$ cat config.mk
export PLATFORM = sky130hd
export DESIGN_NAME = console_tx_fifo
export DESIGN_NICKNAME = d
export VERILOG_FILES = /design/src/rtl/console_pkg.sv /design/src/rtl/console_fifo_mem.sv /design/src/rtl/console_tx_fifo.sv
export SDC_FILE = /design/constraint.sdc
export NUM_CORES = 1
export LEC_CHECK = 0
export CAP_MARGIN = 20
export CORE_MARGIN = 4
export CORE_UTILIZATION = 50
export DETAILED_ROUTE_END_ITERATION = 6
export GPL_ROUTABILITY_DRIVEN = 0
export PLACE_DENSITY = 0.73
export SYNTH_ARGS = -nofsm -noshare
export SYNTH_HDL_FRONTEND = slang
export SYNTH_SLANG_ARGS = --single-unit
$ cat constraint.sdc
create_clock -name clk -period 2.8 [get_ports clk]
set_clock_uncertainty 0.05 [all_clocks]
set_input_delay 0.42 -clock clk [delete_from_list [all_inputs] [get_ports clk]]
set_output_delay 0.42 -clock clk [all_outputs]
set_load 0.02 [all_outputs]
$ cat src/rtl/console_pkg.sv
// Shared constants and drain-FSM state type for the console transmit FIFO.
package console_pkg;

    localparam int          BYTE_W   = 8;
    localparam logic [7:0]  ASCII_CR = 8'h0D;
    localparam logic [7:0]  ASCII_LF = 8'h0A;

    typedef enum logic {
        TX_IDLE = 1'b0,
        TX_SEND = 1'b1
    } tx_state_e;

endpackage

$ cat src/rtl/console_fifo_mem.sv
// DEPTH x BYTE_W register array: one synchronous write port, asynchronous read port.
module console_fifo_mem
    import console_pkg::*;
#(
    parameter int DEPTH  = 16,
    parameter int ADDR_W = $clog2(DEPTH)
) (
    input  logic              clk,
    input  logic              i_we,
    input  logic [ADDR_W-1:0] i_waddr,
    input  logic [BYTE_W-1:0] i_wdata,
    input  logic [ADDR_W-1:0] i_raddr,
    output logic [BYTE_W-1:0] o_rdata
);

    logic [BYTE_W-1:0] r_mem [DEPTH];

    // Storage write; contents are don't-care until the level counter covers them.
    always_ff @(posedge clk) begin
        if (i_we) begin
            r_mem[i_waddr] <= i_wdata;
        end
    end

    assign o_rdata = r_mem[i_raddr];

endmodule

$ cat src/rtl/console_tx_fifo.sv
// Byte FIFO feeding simpleuart via its we/wait handshake.
// Define CONSOLE_TX_CRLF_EN to expand every LF into a CR, LF pair on the line.
module console_tx_fifo
    import console_pkg::*;
#(
    parameter  int DEPTH   = 16,
    localparam int LEVEL_W = $clog2(DEPTH) + 1
) (
    input  logic               clk,
    input  logic               resetn,
    input  logic               push_valid,
    input  logic [7:0]         push_data,
    output logic               push_ready,
    output logic [LEVEL_W-1:0] level,
    output logic               overflow,
    input  logic               clr_overflow,
    output logic               uart_dat_we,
    output logic [31:0]        uart_dat_di,
    input  logic               uart_dat_wait
);

    localparam int PTR_W = LEVEL_W - 1;

    logic [PTR_W-1:0]   r_wr_ptr;
    logic [PTR_W-1:0]   r_rd_ptr;
    logic [LEVEL_W-1:0] r_level;
    logic               r_overflow;
    tx_state_e          r_state;
    logic               r_we;
    logic [31:0]        r_di;

    tx_state_e          w_state_nxt;
    logic               w_we_nxt;
    logic [31:0]        w_di_nxt;
    logic               w_push;
    logic               w_pop;
    logic [BYTE_W-1:0]  w_head;

`ifdef CONSOLE_TX_CRLF_EN
    logic               r_cr_sent;
    logic               r_send_cr;
    logic               w_send_cr_nxt;
    logic               w_cr_set;
`endif

    assign push_ready  = (r_level != LEVEL_W'(DEPTH));
    assign w_push      = push_valid && push_ready;
    assign level       = r_level;
    assign overflow    = r_overflow;
    assign uart_dat_we = r_we;
    assign uart_dat_di = r_di;

    console_fifo_mem #(
        .DEPTH  (DEPTH),
        .ADDR_W (PTR_W)
    ) u_mem (
        .clk     (clk),
        .i_we    (w_push),
        .i_waddr (r_wr_ptr),
        .i_wdata (push_data),
        .i_raddr (r_rd_ptr),
        .o_rdata (w_head)
    );

    // Pointers, occupancy and sticky overflow; full is judged before any same-cycle pop.
    always_ff @(posedge clk or negedge resetn) begin
        if (!resetn) begin
            r_wr_ptr   <= {PTR_W{1'b0}};
            r_rd_ptr   <= {PTR_W{1'b0}};
            r_level    <= {LEVEL_W{1'b0}};
            r_overflow <= 1'b0;
        end else begin
            if (w_push) begin
                r_wr_ptr <= r_wr_ptr + PTR_W'(1);
            end
            if (w_pop) begin
                r_rd_ptr <= r_rd_ptr + PTR_W'(1);
            end
            case ({w_push, w_pop})
                2'b10:   r_level <= r_level + LEVEL_W'(1);
                2'b01:   r_level <= r_level - LEVEL_W'(1);
                default: r_level <= r_level;
            endcase
            if (clr_overflow) begin
                r_overflow <= 1'b0;
            end else if (push_valid && !push_ready) begin
                r_overflow <= 1'b1;
            end
        end
    end

    // Drain FSM next state and next registered UART outputs.
    always_comb begin
        w_state_nxt = r_state;
        w_we_nxt    = r_we;
        w_di_nxt    = r_di;
        w_pop       = 1'b0;
`ifdef CONSOLE_TX_CRLF_EN
        w_send_cr_nxt = r_send_cr;
        w_cr_set      = 1'b0;
`endif
        case (r_state)
            TX_IDLE: begin
                if (r_level != LEVEL_W'(0)) begin
                    w_we_nxt    = 1'b1;
                    w_state_nxt = TX_SEND;
`ifdef CONSOLE_TX_CRLF_EN
                    if ((w_head == ASCII_LF) && !r_cr_sent) begin
                        w_di_nxt      = {{(32-BYTE_W){1'b0}}, ASCII_CR};
                        w_send_cr_nxt = 1'b1;
                    end else begin
                        w_di_nxt      = {{(32-BYTE_W){1'b0}}, w_head};
                        w_send_cr_nxt = 1'b0;
                    end
`else
                    w_di_nxt    = {{(32-BYTE_W){1'b0}}, w_head};
`endif
                end else begin
                    w_we_nxt    = 1'b0;
                end
            end
            TX_SEND: begin
                if (r_we && !uart_dat_wait) begin
                    w_we_nxt    = 1'b0;
                    w_state_nxt = TX_IDLE;
`ifdef CONSOLE_TX_CRLF_EN
                    // An inserted CR leaves the LF at the head for the next transfer.
                    if (r_send_cr) begin
                        w_cr_set = 1'b1;
                    end else begin
                        w_pop    = 1'b1;
                    end
`else
                    w_pop       = 1'b1;
`endif
                end else begin
                    w_we_nxt    = r_we;
                end
            end
            default: begin
                w_we_nxt    = 1'b0;
                w_state_nxt = TX_IDLE;
            end
        endcase
    end

    // Drain FSM state and registered UART outputs; reset drops we immediately.
    always_ff @(posedge clk or negedge resetn) begin
        if (!resetn) begin
            r_state <= TX_IDLE;
            r_we    <= 1'b0;
            r_di    <= 32'h0000_0000;
        end else begin
            r_state <= w_state_nxt;
            r_we    <= w_we_nxt;
            r_di    <= w_di_nxt;
        end
    end

`ifdef CONSOLE_TX_CRLF_EN
    // CR-insertion bookkeeping: cr_sent marks that the head LF already had its CR.
    always_ff @(posedge clk or negedge resetn) begin
        if (!resetn) begin
            r_cr_sent <= 1'b0;
            r_send_cr <= 1'b0;
        end else begin
            r_send_cr <= w_send_cr_nxt;
            if (w_cr_set) begin
                r_cr_sent <= 1'b1;
            end else if (w_pop) begin
                r_cr_sent <= 1'b0;
            end
        end
    end
`endif

endmodule

After elaboration in Yosys (flattened, before gate mapping):

Memory sizes are Yosys's and may differ from the RTL's. A register that Yosys moved wholly into a read port is not among the register bits.
Cells that the tools add are included.

* word-level logic and storage cells: 38
* memories kept: 1
* output and inout port bits: 40
* RAM bits: 128
* bits in registers: 16
* bits of input ports: 13

* muxes and demuxes: 12
* reduce and logical (&&, ||, !) cells: 10
* equal/unequal tests: 4
* $add $sub $neg: 4
* bitwise operators: 1

Memory list
* u_mem.r_mem: words 16, width 8, rd ports 1, clocked after Yosys merged registers in 1, wr ports 1, line console_fifo_mem.sv:16 `logic [BYTE_W-1:0] r_mem [DEPTH];`

Operators by type and width (count)
* 5-bit case mux with 2 select lines: 1
* 1-bit two-way mux: 9
* 4-bit by 1-bit adder with 4-bit output (second input constant): 2
* 5-bit by 1-bit adder with 5-bit output (second input constant): 1
* 5-bit inequality test (second input constant): 1
* 5-bit nonzero test: 1
* 5-bit by 1-bit subtractor with 5-bit output (second input constant): 1
* 1-bit case mux with 2 select lines: 2
* 2-bit nonzero test: 2
* 1-bit logical AND: 3
* 1-bit logical NOT: 3
* 2-bit by 1-bit equality test with 1-bit output (second input constant): 1
* 2-bit equality test (second input constant): 1
* 2-bit by 1-bit inequality test with 1-bit output (second input constant): 1
* 2-bit AND reduction: 1
* 1-bit NOT: 1

Longest topological paths before layout:

* word-level depth: 6
* mapped depth: 12
* gate-level depth less buffers: 10

Hierarchy:

Synthesis repeated with hierarchy kept, for this count alone.

* cells, all modules: 338
* area total of the unflattened synthesis: 6302.3 sq um

By module, submodules not included
* console_fifo_mem: cells each 221, area each 4987.3 sq um, seq. area each 3843.7 sq um, times used 1
* console_tx_fifo: cells each 117, area each 1315.0 sq um, seq. area each 600.6 sq um, times used 1

Worst setup path before layout:

No wires, ideal clock.

* path kind: flip-flop to flip-flop
* start: register r_level[2], in the netlist level[2]
* end: register r_level[4], in the netlist level[4]
* slack: 0.119 ns
* stages on the path, launching flop included: 13
* required time: 2.670 ns
* buffers on the path: 2
* period minus slack after synthesis: 2.681 ns
* setup time: 0.080 ns
* data arrival time: 2.551 ns
* cells stage by stage: dfrtp_1 > clkbuf_1 > nor4_4 > a21boi_2 > inv_1 > ha_1 > clkbuf_1 > xor2_1 > ha_1 > nand2b_1 > a21oi_1 > nor4_1 > xnor2_1

* longest elaborated chain between the ends: 4
* elaborated cells between the ends (all ways): 8
* those cells by class: add/sub: 2; eq/ne: 3; mux: 1; reduce/logical: 2

RTL lines
* start: declaration: line console_tx_fifo.sv:26 `logic [LEVEL_W-1:0] r_level;`
* start signal: assignment: line console_tx_fifo.sv:70 `r_level <= {LEVEL_W{1'b0}};`
* start signal: assignment: line console_tx_fifo.sv:80 `2'b10: r_level <= r_level + LEVEL_W'(1);`
* start signal: assignment: line console_tx_fifo.sv:81 `2'b01: r_level <= r_level - LEVEL_W'(1);`
* parallel branches: the longest is 4 deep, another holds 5-bit by 1-bit subtractor with 5-bit output

Parallel ways; which one is timed is not known.
A chain may end at the register's enable or synchronous reset.

Worst setup path in the final report:

* start: register r_level[2], in the netlist level[2]
* end: output port push_ready

* longest elaborated chain between the ends: 1

RTL lines
* 5-bit inequality test: line console_tx_fifo.sv:46 `assign push_ready = (r_level != LEVEL_W'(DEPTH));`
* end: declaration: line console_tx_fifo.sv:13 `output logic push_ready,`

Every way passes these cells.

==> flow_summary.ini <==
[status]
status = finished clean

[finish]
antenna_cells = 0
mostFrequentLayoutCells = 128 x edfxtp_1, 28 x clkdlybuf4s50_1, 24 x conb_1, 23 x dfrtp_1, 21 x buf_4
final_cells = 577
fin_nets = 417
syn2layout_area_growth_pct = 16.4
mostFrequentLayoutCell = edfxtp_1
fin_area_um2 = 7330
drive_above_1_share_pct = 20.3

[clocking]
numClockSinks = 152
holdBufCountCts = 0
cts.repair.resized = 0
insertion_delay_ns = 0.42
numCtsBuffers = 17
post_cts_buffers = 0
cts-root-buf = clkbuf_16
path_clk_slew_ns = 0.05
tritoncts = yes
clock_path_buffers = 2
cts_htree_levels = 4

[global_route]
overflow = 0
grt_pass1_vias = 3300
grt_pass1_wl_um = 18100
grt_max_degree = 19
antenna_found_initial = 0
gr-usage-all-layers_pct = 17.2

[setup_path]
r2r_slack_ns = 0.43
worstPathMaxFanout = 8
path_class = register to primary output
endpoint_kind = primary output
reg2reg_to = level[4]
crit_path_start_kind = register
crit_required_ns = 2.33
reg2reg_from = level[2]
worstPathArrival_ns = 1.97
ff2ff_path_depth = 10

[synth]
syn_inst = 343
yosysTopAreaCellShare_pct = 61.0
netlist_top_cells_area = edfxtp_1 61%, dfrtp_1 9.5%, mux4_2 6.8%
ys_seq_elements = 152
ys_warn_count = 0
yosysSeqAreaShare_pct = 70.5
syn_area_um2 = 6300
yosysTopAreaCell = edfxtp_1
synth_cell_types = 35
syn_area_per_cell_um2 = 18.4

[timing]
hold_violations = 0
worstMarginPinSlew_ns = 0.870
grt_setup_unrepaired = false
min_period_ns = 2.44
clock.fmax_ghz = 0.410
slew_violations = 0
slew_headroom_pct = 41.8
fin_tns_setup_ns = 0
final-setup-viol-count = 0
period_share_pct = 87.2

[power]
combPwrFrac_pct = 28.4
peakVddDrop_mv = 0.631
sw_frac_of_total_pct = 30.2
power.density_nw_per_um2 = 1010
clock_power_share_pct = 28.3
pwr-share-seq_pct = 43.3
total_power_w = 0.00739
leakage_nw = 2.56
p_switching_w = 0.00224
internal_power_w = 0.00516

[place]
port-buffer-count = 28
placedCellCount = 545
place_hpwl_um = 7390
placed_area_um2 = 6780

[route]
via_per_inst = 5.44
first_pass_iters = 6
first_iter_violations = 215
wl_per_cell_um = 19.9
ant_nets = 0
num_vias = 3139
wl_um = 11500
drcViolationCount = 0

[floorplan]
start_util_pct = 51.8
rows = 40
die_x_um = 120
core_um2 = 12200
die_h_um = 120
dieArea_um2 = 14500
ioPinCount = 53

[run]
maxCapViolCount = 0

[worst_hold_path]
min_path_type = primary input to async pin
-- final cells by class --
cell class / count / area, um2
flip-flops and latches: 152 / 4450
repair buffers: 51 / 478
clock buffers: 26 / 512
clock inverters: 6 / 40.0
multi-input cells: 167 / 1620
fillers: 884 / 4830
inverters: 7 / 26.3
well taps: 168 / 210
-- metrics by stage --
step	hold WS [ns]	util (%)	setup slack [ns]
CTS	0.457	60.3	0.336
global placement	0.446	55.8	0.337
finish	0.450	60.3	0.358
floorplan	0.0744	-	0.119
global route	0.491	60.3	0.234
detailed placement	0.472	55.8	0.301
-- power groups by stage --
stage / logic [W] / registers [W] / clock network, W
finish: 0.00210 / 0.00320 / 0.00209
global route: 0.00228 / 0.00325 / 0.00223
CTS: 0.00213 / 0.00322 / 0.00213
detailed placement: 0.00211 / 0.00325 / 0
global placement: 0.00206 / 0.00323 / 0
floorplan: 0.00158 / 0.00312 / 0
-- cells in the mapped netlist (all sizes together) --
| library cell | count |
|---|---|
| a21o | 1 |
| o22ai | 16 |
| ha | 8 |
| xnor2 | 8 |
| a21boi | 1 |
| a21oi | 14 |
| nand2b | 4 |
| dfrtp | 24 |
| nor2 | 16 |
| nor3 | 6 |
| nand2 | 10 |
| edfxtp | 128 |
| clkdlybuf4s25 | 1 |
| inv | 7 |
| a31oi | 1 |
| o21ai | 2 |
| mux4 | 32 |
| or2 | 1 |
| nand4 | 2 |
| buf | 34 |
| nor2b | 1 |
| nor4 | 2 |
| a211o | 2 |
| xor2 | 4 |
| a211oi | 1 |
| clkbuf | 5 |
| conb | 1 |
| nand3 | 1 |
| mux2 | 10 |
-- critical path, cell delays in order (launching register included) --
cell and delay (ns):
dfrtp_1 0.48, nor4_4 0.44, nand2_1 0.09, clkdlybuf4s50_1 0.54
-- sequential cells by signal, indices dropped and copies added (netlist names) --
| name | count |
|---|---|
| u_mem.r_mem | 128 |
| r_wr_ptr | 4 |
| r_rd_ptr | 4 |
| level | 5 |
| uart_dat_we | 1 |
| overflow | 1 |
| uart_dat_di | 8 |
| r_state | 1 |
-- routing by layer --
layer  vias up  GRT usage, %  wire (um)
met2       112          28.9       5880
li1       1410             -          -
met4         0          6.66        192
met3        16          5.24        786
met5         -             0          0
met1      1601          21.0       4620
-- worst max path at each step --
stage                             to  depth (start not counted)  slack [ns]       start
after floorplan             level[4]                         12        0.12    level[2]
after global placement      level[4]                         10        0.34  push_valid
after detailed placement    level[4]                         10        0.30  push_valid
after CTS                 push_ready                          3        0.34    level[2]
after global routing        level[4]                         10        0.23    level[2]
final                     push_ready                          3        0.36    level[2]
-- kinds of logic (layout without fill, tap and decap cells) --
logic type | after synthesis | count (layout) | share of synthesized area (%)
DFF | 152 | 152 | 70.5
buffers and inverters | 47 | 90 | 5.08
and+or+nand+nor | 43 | 43 | 3.34
muxes | 42 | 42 | 14.0
AOI/OAI and AO/OA | 38 | 38 | 3.71
xor gates and xnor gates | 12 | 12 | 1.67
adders and majority gates | 8 | 8 | 1.59
other | 1 | 24 | 0.0595
No activity file was read; power rests on OpenSTA's default activity.
